## config.mk

```make
export PLATFORM = sky130hd
export DESIGN_NAME = ripple_count_capture
export DESIGN_NICKNAME = d
export VERILOG_FILES = /design/src/rtl/cnt_cap_pkg.sv /design/src/rtl/cnt_sync_filter.sv /design/src/rtl/ripple_count_capture.sv
export SDC_FILE = /design/constraint.sdc
export NUM_CORES = 1
export LEC_CHECK = 0
export CAP_MARGIN = 40
export CORE_MARGIN = 2
export CORE_UTILIZATION = 49
export DETAILED_ROUTE_END_ITERATION = 16
export PLACE_DENSITY = 0.87
export REMOVE_ABC_BUFFERS = 1
export SKIP_CTS_REPAIR_TIMING = 1
export SLEW_MARGIN = 30
export SYNTH_ARGS = -nofsm -noshare
export SYNTH_HDL_FRONTEND = slang
export SYNTH_SLANG_ARGS = --single-unit
```

## constraint.sdc

```tcl
create_clock -name clk -period 2.4 [get_ports clk]
set_input_delay 0.48 -clock clk [delete_from_list [all_inputs] [get_ports clk]]
set_output_delay 0.48 -clock clk [all_outputs]
set_load 0.02 [all_outputs]
```

## src/rtl/cnt_cap_pkg.sv

```systemverilog
// Shared types and helpers for the ripple-counter capture block: default widths,
// snapshot FSM state encoding and the modular decrement used for step checking.
package cnt_cap_pkg;

  localparam int CNT_W_DEF  = 4;
  localparam int WRAP_W_DEF = 8;

  typedef enum logic {
    S_IDLE = 1'b0,
    S_HOLD = 1'b1
  } snap_state_e;

  // Expected successor of a down-counter value, wrapping 0 -> all-ones.
  function automatic logic [CNT_W_DEF-1:0] dec_mod(input logic [CNT_W_DEF-1:0] x);
    return x - 1'b1;
  endfunction

endpackage

```

## src/rtl/cnt_sync_filter.sv

```systemverilog
// Two-flop resynchroniser followed by a stability filter: a value is offered for
// acceptance only after it has been seen on STABLE_CYCLES+1 consecutive samples.
module cnt_sync_filter
  import cnt_cap_pkg::*;
#(
  parameter int CNT_W         = CNT_W_DEF,
  parameter int STABLE_CYCLES = 2
) (
  input  logic             clk,
  input  logic             reset,
  input  logic [CNT_W-1:0] cnt_in,
  output logic [CNT_W-1:0] stable_val,
  output logic             accept_ok
);

  localparam int STAB_W = (STABLE_CYCLES > 1) ? $clog2(STABLE_CYCLES) : 1;
  localparam logic [STAB_W-1:0] STAB_MAX = STAB_W'(STABLE_CYCLES - 1);

  logic [CNT_W-1:0]  sync1_q, sync1_d;
  logic [CNT_W-1:0]  sync2_q, sync2_d;
  logic [CNT_W-1:0]  cand_q,  cand_d;
  logic [STAB_W-1:0] stab_q,  stab_d;

  always_comb begin
    sync1_d   = cnt_in;
    sync2_d   = sync1_q;
    cand_d    = cand_q;
    stab_d    = stab_q;
    accept_ok = 1'b0;
    if (sync2_q != cand_q) begin
      cand_d = sync2_q;
      stab_d = '0;
    end else if (stab_q == STAB_MAX) begin
      // Saturated: keep offering the candidate; the consumer decides if it is new.
      accept_ok = 1'b1;
    end else begin
      stab_d = stab_q + 1'b1;
    end
  end

  always_ff @(posedge clk) begin
    if (reset) begin
      sync1_q <= '1;
      sync2_q <= '1;
      cand_q  <= '1;
      stab_q  <= '0;
    end else begin
      sync1_q <= sync1_d;
      sync2_q <= sync2_d;
      cand_q  <= cand_d;
      stab_q  <= stab_d;
    end
  end

  assign stable_val = cand_q;

endmodule

```

## src/rtl/ripple_count_capture.sv

```systemverilog
// Captures a free-running ripple down-counter into the clk domain, counts underflow
// wraps, flags out-of-sequence steps and offers a req/ack snapshot of the state.
module ripple_count_capture
  import cnt_cap_pkg::*;
#(
  parameter int CNT_W         = CNT_W_DEF,
  parameter int STABLE_CYCLES = 2,
  parameter int WRAP_W        = WRAP_W_DEF
) (
  input  logic                    clk,
  input  logic                    reset,
  input  logic [CNT_W-1:0]        cnt_in,
  input  logic                    clr,
  input  logic                    snap_req,
  input  logic                    snap_ack,
  output logic [CNT_W-1:0]        cnt_out,
  output logic                    cnt_strobe,
  output logic                    underflow,
  output logic                    seq_error,
  output logic [WRAP_W-1:0]       wrap_count,
  output logic                    wrap_sat,
  output logic                    snap_valid,
  output logic [WRAP_W+CNT_W-1:0] snap_data
);

  logic [CNT_W-1:0] cand;
  logic             accept_ok;
  logic             accept;
  logic [CNT_W-1:0] pred;

  logic [CNT_W-1:0]  cnt_out_q,    cnt_out_d;
  logic              strobe_q,     strobe_d;
  logic              underflow_q,  underflow_d;
  logic              seq_error_q,  seq_error_d;
  logic [WRAP_W-1:0] wrap_count_q, wrap_count_d;
  logic              wrap_sat_q,   wrap_sat_d;

  snap_state_e               state_q;
  logic                      snap_valid_q;
  logic [WRAP_W+CNT_W-1:0]   snap_data_q;

  cnt_sync_filter #(
    .CNT_W         (CNT_W),
    .STABLE_CYCLES (STABLE_CYCLES)
  ) u_filter (
    .clk        (clk),
    .reset      (reset),
    .cnt_in     (cnt_in),
    .stable_val (cand),
    .accept_ok  (accept_ok)
  );

  generate
    if (CNT_W == CNT_W_DEF) begin : g_pred_pkg
      assign pred = dec_mod(cnt_out_q);
    end else begin : g_pred_gen
      assign pred = cnt_out_q - 1'b1;
    end
  endgenerate

  // A stable value that merely repeats the current output is not a new step.
  assign accept = accept_ok && (cand != cnt_out_q);

  always_comb begin
    cnt_out_d    = cnt_out_q;
    strobe_d     = 1'b0;
    underflow_d  = 1'b0;
    seq_error_d  = 1'b0;
    wrap_count_d = wrap_count_q;
    wrap_sat_d   = wrap_sat_q;
    if (accept) begin
      cnt_out_d   = cand;
      strobe_d    = 1'b1;
      underflow_d = (cnt_out_q == '0) && (cand == '1);
      seq_error_d = (cand != pred);
    end
    if (clr) begin
      wrap_count_d = '0;
      wrap_sat_d   = 1'b0;
    end else if (underflow_d) begin
      if (wrap_count_q != '1) begin
        wrap_count_d = wrap_count_q + 1'b1;
      end else begin
        wrap_sat_d = 1'b1;
      end
    end
  end

  always_ff @(posedge clk) begin
    if (reset) begin
      cnt_out_q    <= '1;
      strobe_q     <= 1'b0;
      underflow_q  <= 1'b0;
      seq_error_q  <= 1'b0;
      wrap_count_q <= '0;
      wrap_sat_q   <= 1'b0;
    end else begin
      cnt_out_q    <= cnt_out_d;
      strobe_q     <= strobe_d;
      underflow_q  <= underflow_d;
      seq_error_q  <= seq_error_d;
      wrap_count_q <= wrap_count_d;
      wrap_sat_q   <= wrap_sat_d;
    end
  end

  // Snapshot captures the register values as they stood before this edge.
  always_ff @(posedge clk) begin
    if (reset) begin
      state_q      <= S_IDLE;
      snap_valid_q <= 1'b0;
      snap_data_q  <= '0;
    end else begin
      case (state_q)
        S_IDLE: begin
          if (snap_req) begin
            snap_data_q  <= {wrap_count_q, cnt_out_q};
            snap_valid_q <= 1'b1;
            state_q      <= S_HOLD;
          end
        end
        S_HOLD: begin
          if (snap_ack) begin
            snap_valid_q <= 1'b0;
            state_q      <= S_IDLE;
          end
        end
        default: begin
          snap_valid_q <= 1'b0;
          state_q      <= S_IDLE;
        end
      endcase
    end
  end

  assign cnt_out    = cnt_out_q;
  assign cnt_strobe = strobe_q;
  assign underflow  = underflow_q;
  assign seq_error  = seq_error_q;
  assign wrap_count = wrap_count_q;
  assign wrap_sat   = wrap_sat_q;
  assign snap_valid = snap_valid_q;
  assign snap_data  = snap_data_q;

endmodule

```

# Yosys cells after proc, flatten, opt, wreduce, memory -nomap -nowiden
# Index checks and enable logic that the tools add are counted.
# op_classes
n_bitwise	3
n_eq_ne	7
add_sub_neg	3
reduce_logical	10
n_mux	11
# op_table
op	count
$ne A4 B4 Y1	3
$mux W1	9
$add A8 B1 Y8 const B	1
$ne A8 B8 Y1 const B	1
$reduce_and A2 Y1	4
$reduce_or A2 Y1	3
$eq A4 B4 Y1 const B	1
$logic_not A4 Y1	1
$ne A2 B2 Y1 const B	2
$pmux W1 S2	2
$sub A4 B1 Y4 const B	1
$not A1 Y1	3
$logic_and A1 B1 Y1	2
$add A1 B1 Y1 const B	1
# totals
input_bits	9
wordCells	47
out_inout_bits	29
register_bits	43

# Logic depth before layout (Yosys ltp)
# Gate-level depths: netlist (run 1).
# logic_depth
depth_word	5
mapped_depth	7
ltp_nobuf	7

# Modules after synthesis
# A second synthesis (run 1) with hierarchy kept.
# unflattened
hier_cells	187
area_unflattened_um2	1696.6
# by_module_without_submodules
module	seq_area_each_um2	cells_each	n_inst	area_each_um2
ripple_count_capture	600.6	154	1	1302.5
cnt_sync_filter	260.2	33	1	394.1

# Worst setup path before layout (run 1)
# No wires, ideal clock.
# synth_timing
kind	flip-flop to flip-flop
start	reg cnt_out_q[0] (netlist: cnt_out[0])
end	reg wrap_count_q[4] (netlist: wrap_count[4])
path_stages_with_launch	8
setup_time_ps	70
synth_period_minus_slack_ps	1860
arrival_ps	1790
path_slack_ps	540
path_buffers	0
cell_sequence	dfxtp_1 > inv_1 > ha_1 > nand4b_1 > nor3_4 > nand4b_4 > or4_1 > a21oi_1
# synth_via
elab_chain_len	4
word_cells_on_any_way	6
cone_classes	eq/ne (1); mux (1); reduce/logical (4)
# synth_lines
element	line_no	text
from (decl)	ripple_count_capture.sv:31	logic [CNT_W-1:0] cnt_out_q, cnt_out_d;
from (signal assigned)	ripple_count_capture.sv:98	cnt_out_q <= cnt_out_d;
$ne A4 B4 Y1 / $logic_not A4 Y1 (equally long branches)	ripple_count_capture.sv:62, ripple_count_capture.sv:74	
$logic_and A1 B1 Y1 (on tied branches)	ripple_count_capture.sv:62, ripple_count_capture.sv:74	
$mux W1 (*)	ripple_count_capture.sv:71	if (accept) begin
$reduce_and A2 Y1 (no source line) (*)	--	
to (signal assigned)	ripple_count_capture.sv:102	wrap_count_q <= wrap_count_d;
to (decl)	ripple_count_capture.sv:35	logic [WRAP_W-1:0] wrap_count_q, wrap_count_d;
# Mark *: on every way between the ends. The rest lies on a longest branch, timed or not.
# A chain may end at the register's enable or synchronous reset.

# Final worst setup path (run 1)
# layout_timing
start	reg cnt_out_q[2] (netlist: cnt_out[2])
end	out cnt_out[2]
# layout_lines
element	line_no	text
to (decl)	ripple_count_capture.sv:16	output logic [CNT_W-1:0] cnt_out,
# No word-level cell between the ends.

==> metrics.csv, run 1 <==
metric,value,unit
port_buffers,37,
grt_pass1_vias,1396,
tightest_slew,479,ps
seq_area,861,um^2
outcome,finished clean,
hold_depth,1,
ys.flop_type,dfxtp_1,
fin_crit_sh,83.2,%
fin_skew,9.87,ps
vias,1442,
powerDensity,599,nW/um^2
ys_seq_area_share,49.4,%
grt_util_all_layers,19.0,%
fp.dieArea,4050,um^2
setup_viol,0,
cp_slowest_cell,clkdlybuf4s50_1,
drive_gt1_share,12.4,%
cts_max_level,2,
n_fill_cell,299,
grt-ovfl-total,0,
leakage,0.000811,uW
critical_path_buf_inv_count,1,
vdd_ir_drop_max,0.000431,V
drv_slew,0,
timing.rr.end,wrap_count[3],
ys_ff_latch,43,
fp.dieW,63.6,um
grt_max_degree,27,
netlist_area,1740,um^2
max_clock_freq,0.501,GHz
crit_chain,clkdlybuf4s50_1,
clockRootBuffer,clkbuf_4,
clock_latency,360,ps
die_h,63.6,um
switching_power,304,uW
rr_worst_depth,5,
grt_pass1_wl,6.00,mm
cts.sinks,43,
rows,21,
drtAntennaViolNets,0,
synth_cell_types,35,
finalCriticalPeriod,2000,ps
antenna_found_initial,0,
path_class,reg -> out,
vias_per_cell,5.17,
drv_cap,0,
yosysTopAreaCell,dfxtp_1,
syn_area_per_cell,9.02,um^2
ff2ff_setup_slack,430,ps
clkPwrFrac,35.0,%
antenna_cells,0,
slew_headroom,67.8,%
r2r_start,u_filter.stable_val[1],
cp_max_fo,6,
nets,244,
total_power,1340,uW
cp_top_family,buffers and inverters,
wire_per_inst,12.4,um
boundaryPins,38,
hold_violations,0,
start_util,51.8,%
dp_hpwl,2.52,mm
internal-power,1040,uW
drc,0,
synthToLayoutAreaGrowth,28.9,%
synthArstFlopShare,0,%
clk_pin_slew,110,ps
holdPathEnd,u_filter.sync2_q[0],
rsz0062_at_grt,false,
clockBufferDepth,2,
endpoint_kind,output pin,
drtPass1Iterations,4,
hold_start,u_filter.sync1_q[0],
critical_path.max_stage_delay,660,ps
synth_top_area_share,49.4,%
multi_input_area,821,um^2
p_sw_share,22.6,%
core,3360,um^2
postRouteWirelength,3.47,mm
cp-start-kind,flop,
worst_ep_arrival_time,1520,ps
ys_warn_count,0,
final_common_cell,dfxtp_1,
synth_area_leaders,"dfxtp_1 (49%), a21oi_1 (6.3%), nand2_1 (6.3%)",
seqPwrFrac,55.7,%
timing.setup.tns,0,ps
gp_congestion,0.837,
synth-edff-count,0,
cts_tree,built,
synthCells,193,
layout_common_cells,"dfxtp_1 (43), clkdlybuf4s50_1 (37), nand2_1 (29)",
holdCritPathClass,reg -> reg,
cts-buffers-inserted,5,
combPwrFrac,9.3,%
drt_iter0_drc,65,
cp.required,1920,ps
==> worst max path at each step <==
stage	start	to	slack, ps	cells after the start
after detailed placement	u_filter.stable_val[1]	wrap_count[4]	460	5
after CTS	cnt_out[2]	cnt_out[2]	360	1
final	cnt_out[2]	cnt_out[2]	400	1
after global routing	u_filter.stable_val[1]	wrap_count[3]	210	5
after floorplan	u_filter.stable_val[1]	wrap_count[0]	500	5
after global placement	u_filter.stable_val[1]	wrap_count[5]	510	5
==> cells by family after synthesis <==
logic type | after synthesis | synth area share (%)
AOI/OAI and AO/OA | 36 | 12.4
xor gates and xnor gates | 11 | 5.53
adders and majority gates | 3 | 2.16
buffers and inverters | 14 | 3.45
DFF | 43 | 49.4
and+or+nand+nor | 86 | 27.0
==> cell type report <==
| type | count | area share, % |
|---|---|---|
| multi-input combinational | 136 | 36.6 |
| clock buffer | 6 | 2.29 |
| inverter | 5 | 0.836 |
| sequential | 43 | 38.4 |
| timing repair buffer | 41 | 17.8 |
| tap | 46 | 2.56 |
| clock inverter | 2 | 1.56 |
==> registers in the layout (all words and copies together), names as in the netlist <==
name	cells
snap_data	12
wrap_sat	1
state_q	1
u_filter.sync1_q	4
underflow	1
u_filter.stable_val	4
cnt_strobe	1
seq_error	1
wrap_count	8
u_filter.sync2_q	4
cnt_out	4
u_filter.stab_q	1
snap_valid	1
==> power by group through the flow <==
stage	clock (uW)	combinational (uW)	sequential [uW]
finish	470	125	748
CTS	486	126	749
floorplan	0	57.5	774
global route	519	138	751
detailed placement	0	125	765
global placement	0	124	764
==> routing by layer <==
metal	GRT usage, %	part of all wire [%]	routed length, um	vias to the layer above
li1	-	-	-	738
met1	21.8	43	1480	648
met2	31.6	49	1690	48
met3	5.89	6.5	224	8
met4	9.78	2.0	71	0
met5	0	0	0	-
==> synth_stat cells, types with 2 or more instances <==
| cell type | instances |
|---|---|
| o31ai_1 | 5 |
| xor2_1 | 11 |
| o21ai_0 | 2 |
| and3_1 | 2 |
| ha_1 | 3 |
| or4_1 | 4 |
| clkbuf_1 | 7 |
| dfxtp_1 | 43 |
| or3_1 | 2 |
| nand3_1 | 6 |
| nor2b_1 | 2 |
| nand4_1 | 2 |
| nor3_1 | 5 |
| or2_2 | 13 |
| nor2_1 | 13 |
| nand2_1 | 29 |
| inv_1 | 5 |
| a21oi_1 | 22 |
==> metrics by stage <==
step	setup WS (ps)	cell area [um^2]	hold slack, ps	util (%)	cells
after detailed placement	461	2160	392	64.2	271
after floorplan	503	1700	389	-	184
final	403	2240	419	66.7	279
after global placement	515	2160	392	64.2	271
after global routing	208	2240	435	66.7	279
after CTS	358	2240	421	66.7	279
Power figures use the tool's default switching activity.
==> inputs of run 2 (changes only) <==
Clock period 2.4 ns to 2 ns, I/O delays scaled along.
==> run 2 against run 1 <==
Effect of this change: sequential cell count stayed put; first-iteration DRC count is 40% higher; worst hold slack better by 8.3 ps; clock skew is 2.2 ps lower; via count is 3.9% higher; register-to-register slack worse by 350 ps; clock power is 13% lower; largest power group unchanged; clock-buffer cell count stayed put.
==> metrics.csv, run 2 (synthesis gave the netlist of run 1 again) <==
metric,value,unit
drv_slew,0,
vias_per_cell,5.24,
clkPwrFrac,27.9,%
endpoint_kind,flop,
path_class,reg -> reg,
core,3360,um^2
cts-buffers-inserted,5,
dp_hpwl,2.66,mm
port_buffers,37,
rows,21,
slew_headroom,71.4,%
whs,428,ps
n_fill_cell,296,
layout_common_cells,"dfxtp_1 (41), clkdlybuf4s50_1 (37), nand2_1 (29)",
clockBufferDepth,2,
critical_path_buf_inv_count,1,
antenna_cells,0,
powerDensity,644,nW/um^2
critical_path.max_stage_delay,490,ps
internal-power,1090,uW
setup_viol,0,
hold_violations,0,
seqPwrFrac,61.1,%
p_sw_share,25.5,%
cts_tree,built,
grt_pass1_vias,1418,
drive_gt1_share,15.8,%
crit_chain,"inv_1, ha_1, nand4b_1, nor3_4, nand4b_4, or4_1, a21oi_1",
drv_cap,0,
dp_slack,45.4,ps
boundaryPins,38,
fin_skew,7.70,ps
fp.dieArea,4050,um^2
antenna_found_initial,0,
drc,0,
worst_ep_arrival_time,2220,ps
combPwrFrac,11.0,%
vias,1498,
postRouteWirelength,3.71,mm
grt-ovfl-total,0,
gp_congestion,0.876,
clockRootBuffer,clkbuf_4,
grt_util_all_layers,19.1,%
cp-start-kind,flop,
ff2ff_setup_slack,80,ps
cp_max_fo,8,
fp.dieW,63.6,um
outcome,finished clean,
max_clock_freq,0.520,GHz
nets,251,
final_common_cell,dfxtp_1,
fin_ws,77.3,ps
holdCritPathClass,reg -> reg,
cp.required,2290,ps
cts.sinks,43,
total_power,1470,uW
largest_reg_flops,12,
cp_slowest_cell,or4_1,
drtAntennaViolNets,0,
cts_max_level,2,
switching_power,374,uW
finalCriticalPeriod,1920,ps
start_util,51.8,%
fin_crit_sh,96.1,%
leakage,0.000824,uW
synthToLayoutAreaGrowth,30.7,%
tightest_slew,430,ps
drtPass1Iterations,6,
wire_per_inst,13.0,um
clk_pin_slew,120,ps
cp_top_family,simple AND/OR/NAND/NOR gates,
grt_max_degree,26,
vdd_ir_drop_max,0.000339,V
drt_iter0_drc,91,
clock_latency,350,ps
grt_pass1_wl,6.13,mm
die_h,63.6,um
==> run 2: cell types whose count changed in the layout (fill, tap and decap cells not counted), sizes merged <==
cell,before,now
buf,4,11
clkinvlp,0,1
bufinv,1,0
==> run 2: path summary, 6_finish.rpt <==
path | depth (start not counted) | from | end
worst max-delay path | 7 | cnt_out[0] | wrap_count[5]
worst min-delay path | 1 | u_filter.sync1_q[2] | u_filter.sync2_q[2]
worst max register to register | 7 | cnt_out[0] | wrap_count[5]
worst min register to register | 1 | u_filter.sync1_q[2] | u_filter.sync2_q[2]
==> run 2: cell type report <==
class,instances,area [um^2],share of cell area (%)
Timing Repair Buffer,48,453,19.9
Clock inverter,2,12.5,0.549
Inverter,5,18.8,0.824
Multi-Input combinational cell,136,826,36.3
Tap cell,46,57.6,2.53
Clock buffer,6,41.3,1.81
Sequential cell,43,868,38.1
==> run 2: layer usage <==
metal | GRT usage, % | up-vias | routed length (um)
li1 | - | 754 | -
met5 | 0 | - | 0
met4 | 8.15 | 0 | 60
met3 | 4.29 | 6 | 234
met2 | 33.3 | 56 | 1860
met1 | 22.4 | 682 | 1560
==> run 2: power groups by stage <==
stage	Clock [uW]	Combinational, uW	Sequential, uW
detailed placement	0	151	918
global placement	0	148	917
finish	409	162	896
floorplan	0	69.0	928
CTS	417	152	899
global route	464	176	901
==> run 2: metrics by stage <==
stage,cells,TNS [ps],area (um^2),utilization (%)
floorplan,184,0,1700,-
global placement,273,0,2170,64.6
detailed placement,273,0,2170,64.6
CTS,281,-2.41,2230,66.2
global route,286,-19.6,2280,67.7
finish,286,0,2280,67.7
==> inputs of run 3 (changes only) <==
Settings changed: GPL_TIMING_DRIVEN from default to 0, MAX_ROUTING_LAYER from default to met4.
==> run 3 against run 2 <==
Effect of this change: cell count fell by 1.4%; design area fell by 0.49%; clock skew rose by 1.3 ps; sequential share of layout area rose by 0.079 points; first-iteration DRC count fell by 12%; highest routed layer unchanged; worst hold slack got worse by 2.0 ps.
==> metrics.csv, run 3 (synthesis gave the netlist of run 1 again) <==
metric,value,unit
outcome,finished clean,
grt_pass1_vias,1276,
endpoint_kind,flop,
cts_max_level,2,
antenna_cells,0,
postLayoutCellArea,2270,um^2
cts_tree,built,
hold_start,u_filter.sync1_q[3],
antenna_found_initial,0,
clockBufferDepth,2,
cp_max_fo,5,
setup_viol,0,
drt_iter0_drc,80,
path_class,reg -> reg,
start_util,51.8,%
vdd_ir_drop_max,0.000487,V
hold_violations,0,
ff2ff_setup_slack,30,ps
drive_gt1_share,16.9,%
clockRootBuffer,clkbuf_4,
postRouteWirelength,3.42,mm
grt_max_degree,40,
cp-start-kind,flop,
total_power,1540,uW
drv_cap,0,
rows,21,
nets,247,
cp.required,2250,ps
core,3360,um^2
fp.dieArea,4050,um^2
grt_util_all_layers,18.0,%
rr_worst_depth,7,
slew_headroom,59.8,%
powerDensity,679,nW/um^2
holdCritPathClass,reg -> reg,
synthToLayoutAreaGrowth,30.1,%
drtAntennaViolNets,0,
worst_ep_arrival_time,2220,ps
largest_reg_flops,12,
drtPass1Iterations,4,
place_area,2120,um^2
layout_common_cells,"dfxtp_1 (39), clkdlybuf4s50_1 (36), nand2_1 (29)",
wire_per_inst,12.1,um
port_buffers,37,
leakage,0.000827,uW
boundaryPins,38,
r2r_start,u_filter.stable_val[3],
dp_hpwl,2.35,mm
cts.sinks,43,
grt_pass1_wl,5.62,mm
fp.dieW,63.6,um
die_h,63.6,um
tightest_slew,602,ps
grt-ovfl-total,0,
critPathLaunch,u_filter.stable_val[3],
fin_crit_sh,98.4,%
fin_skew,8.97,ps
gp_congestion,0.846,
cts-buffers-inserted,5,
drv_slew,0,
fin_util,67.4,%
vias_per_cell,5.22,
finalCriticalPeriod,1970,ps
clk_pin_slew,120,ps
max_clock_freq,0.508,GHz
final_common_cell,dfxtp_1,
vias,1471,
hold_depth,1,
drc,0,
clock_latency,360,ps
-- run 3: critical path, stage by stage, from the launching register on --
cell,delay (ps)
dfxtp_1,370
xor2_1,200
nor4_4,420
buf_4,190
nand3b_1,170
buf_4,210
o31ai_1,230
a21oi_1,90
-- run 3: final timing paths --
path | end
max | wrap_count[6]
min | u_filter.sync2_q[3]
max reg2reg | wrap_count[6]
min reg2reg | u_filter.sync2_q[3]
-- run 3: area by class of cell --
class	count	area [um^2]
clock buffers	7	65.1
flip-flops and latches	43	866
repair buffers	44	418
clock inverters	1	7.51
inverters	5	18.8
well taps	46	57.6
fillers	298	1100
multi-input cells	136	833
-- run 3: metrics by stage --
| step | setup TNS (ps) | worst slack, ps | hold slack, ps | cells |
|---|---|---|---|---|
| after floorplan | 0 | 103 | 389 | 184 |
| after global routing | -145 | -54.7 | 439 | 282 |
| after detailed placement | -141 | -131 | 401 | 267 |
| final | 0 | 32.0 | 426 | 282 |
| after global placement | -4190 | -397 | 393 | 267 |
| after CTS | -337 | -195 | 430 | 275 |
-- run 3: power by group --
group | switching (uW) | internal, uW
Combinational | 80.6 | 76.4
Sequential | 17.8 | 881
Clock | 276 | 206
-- run 3: metal layers --
| layer | up-vias | share of wire, % | track usage, % |
|---|---|---|---|
| met3 | 7 | 4.4 | 3.39 |
| met1 | 683 | 46 | 20.5 |
| met4 | 0 | 1.0 | 8.97 |
| met2 | 36 | 49 | 30.1 |
| met5 | - | 0 | - |
| li1 | 745 | - | - |
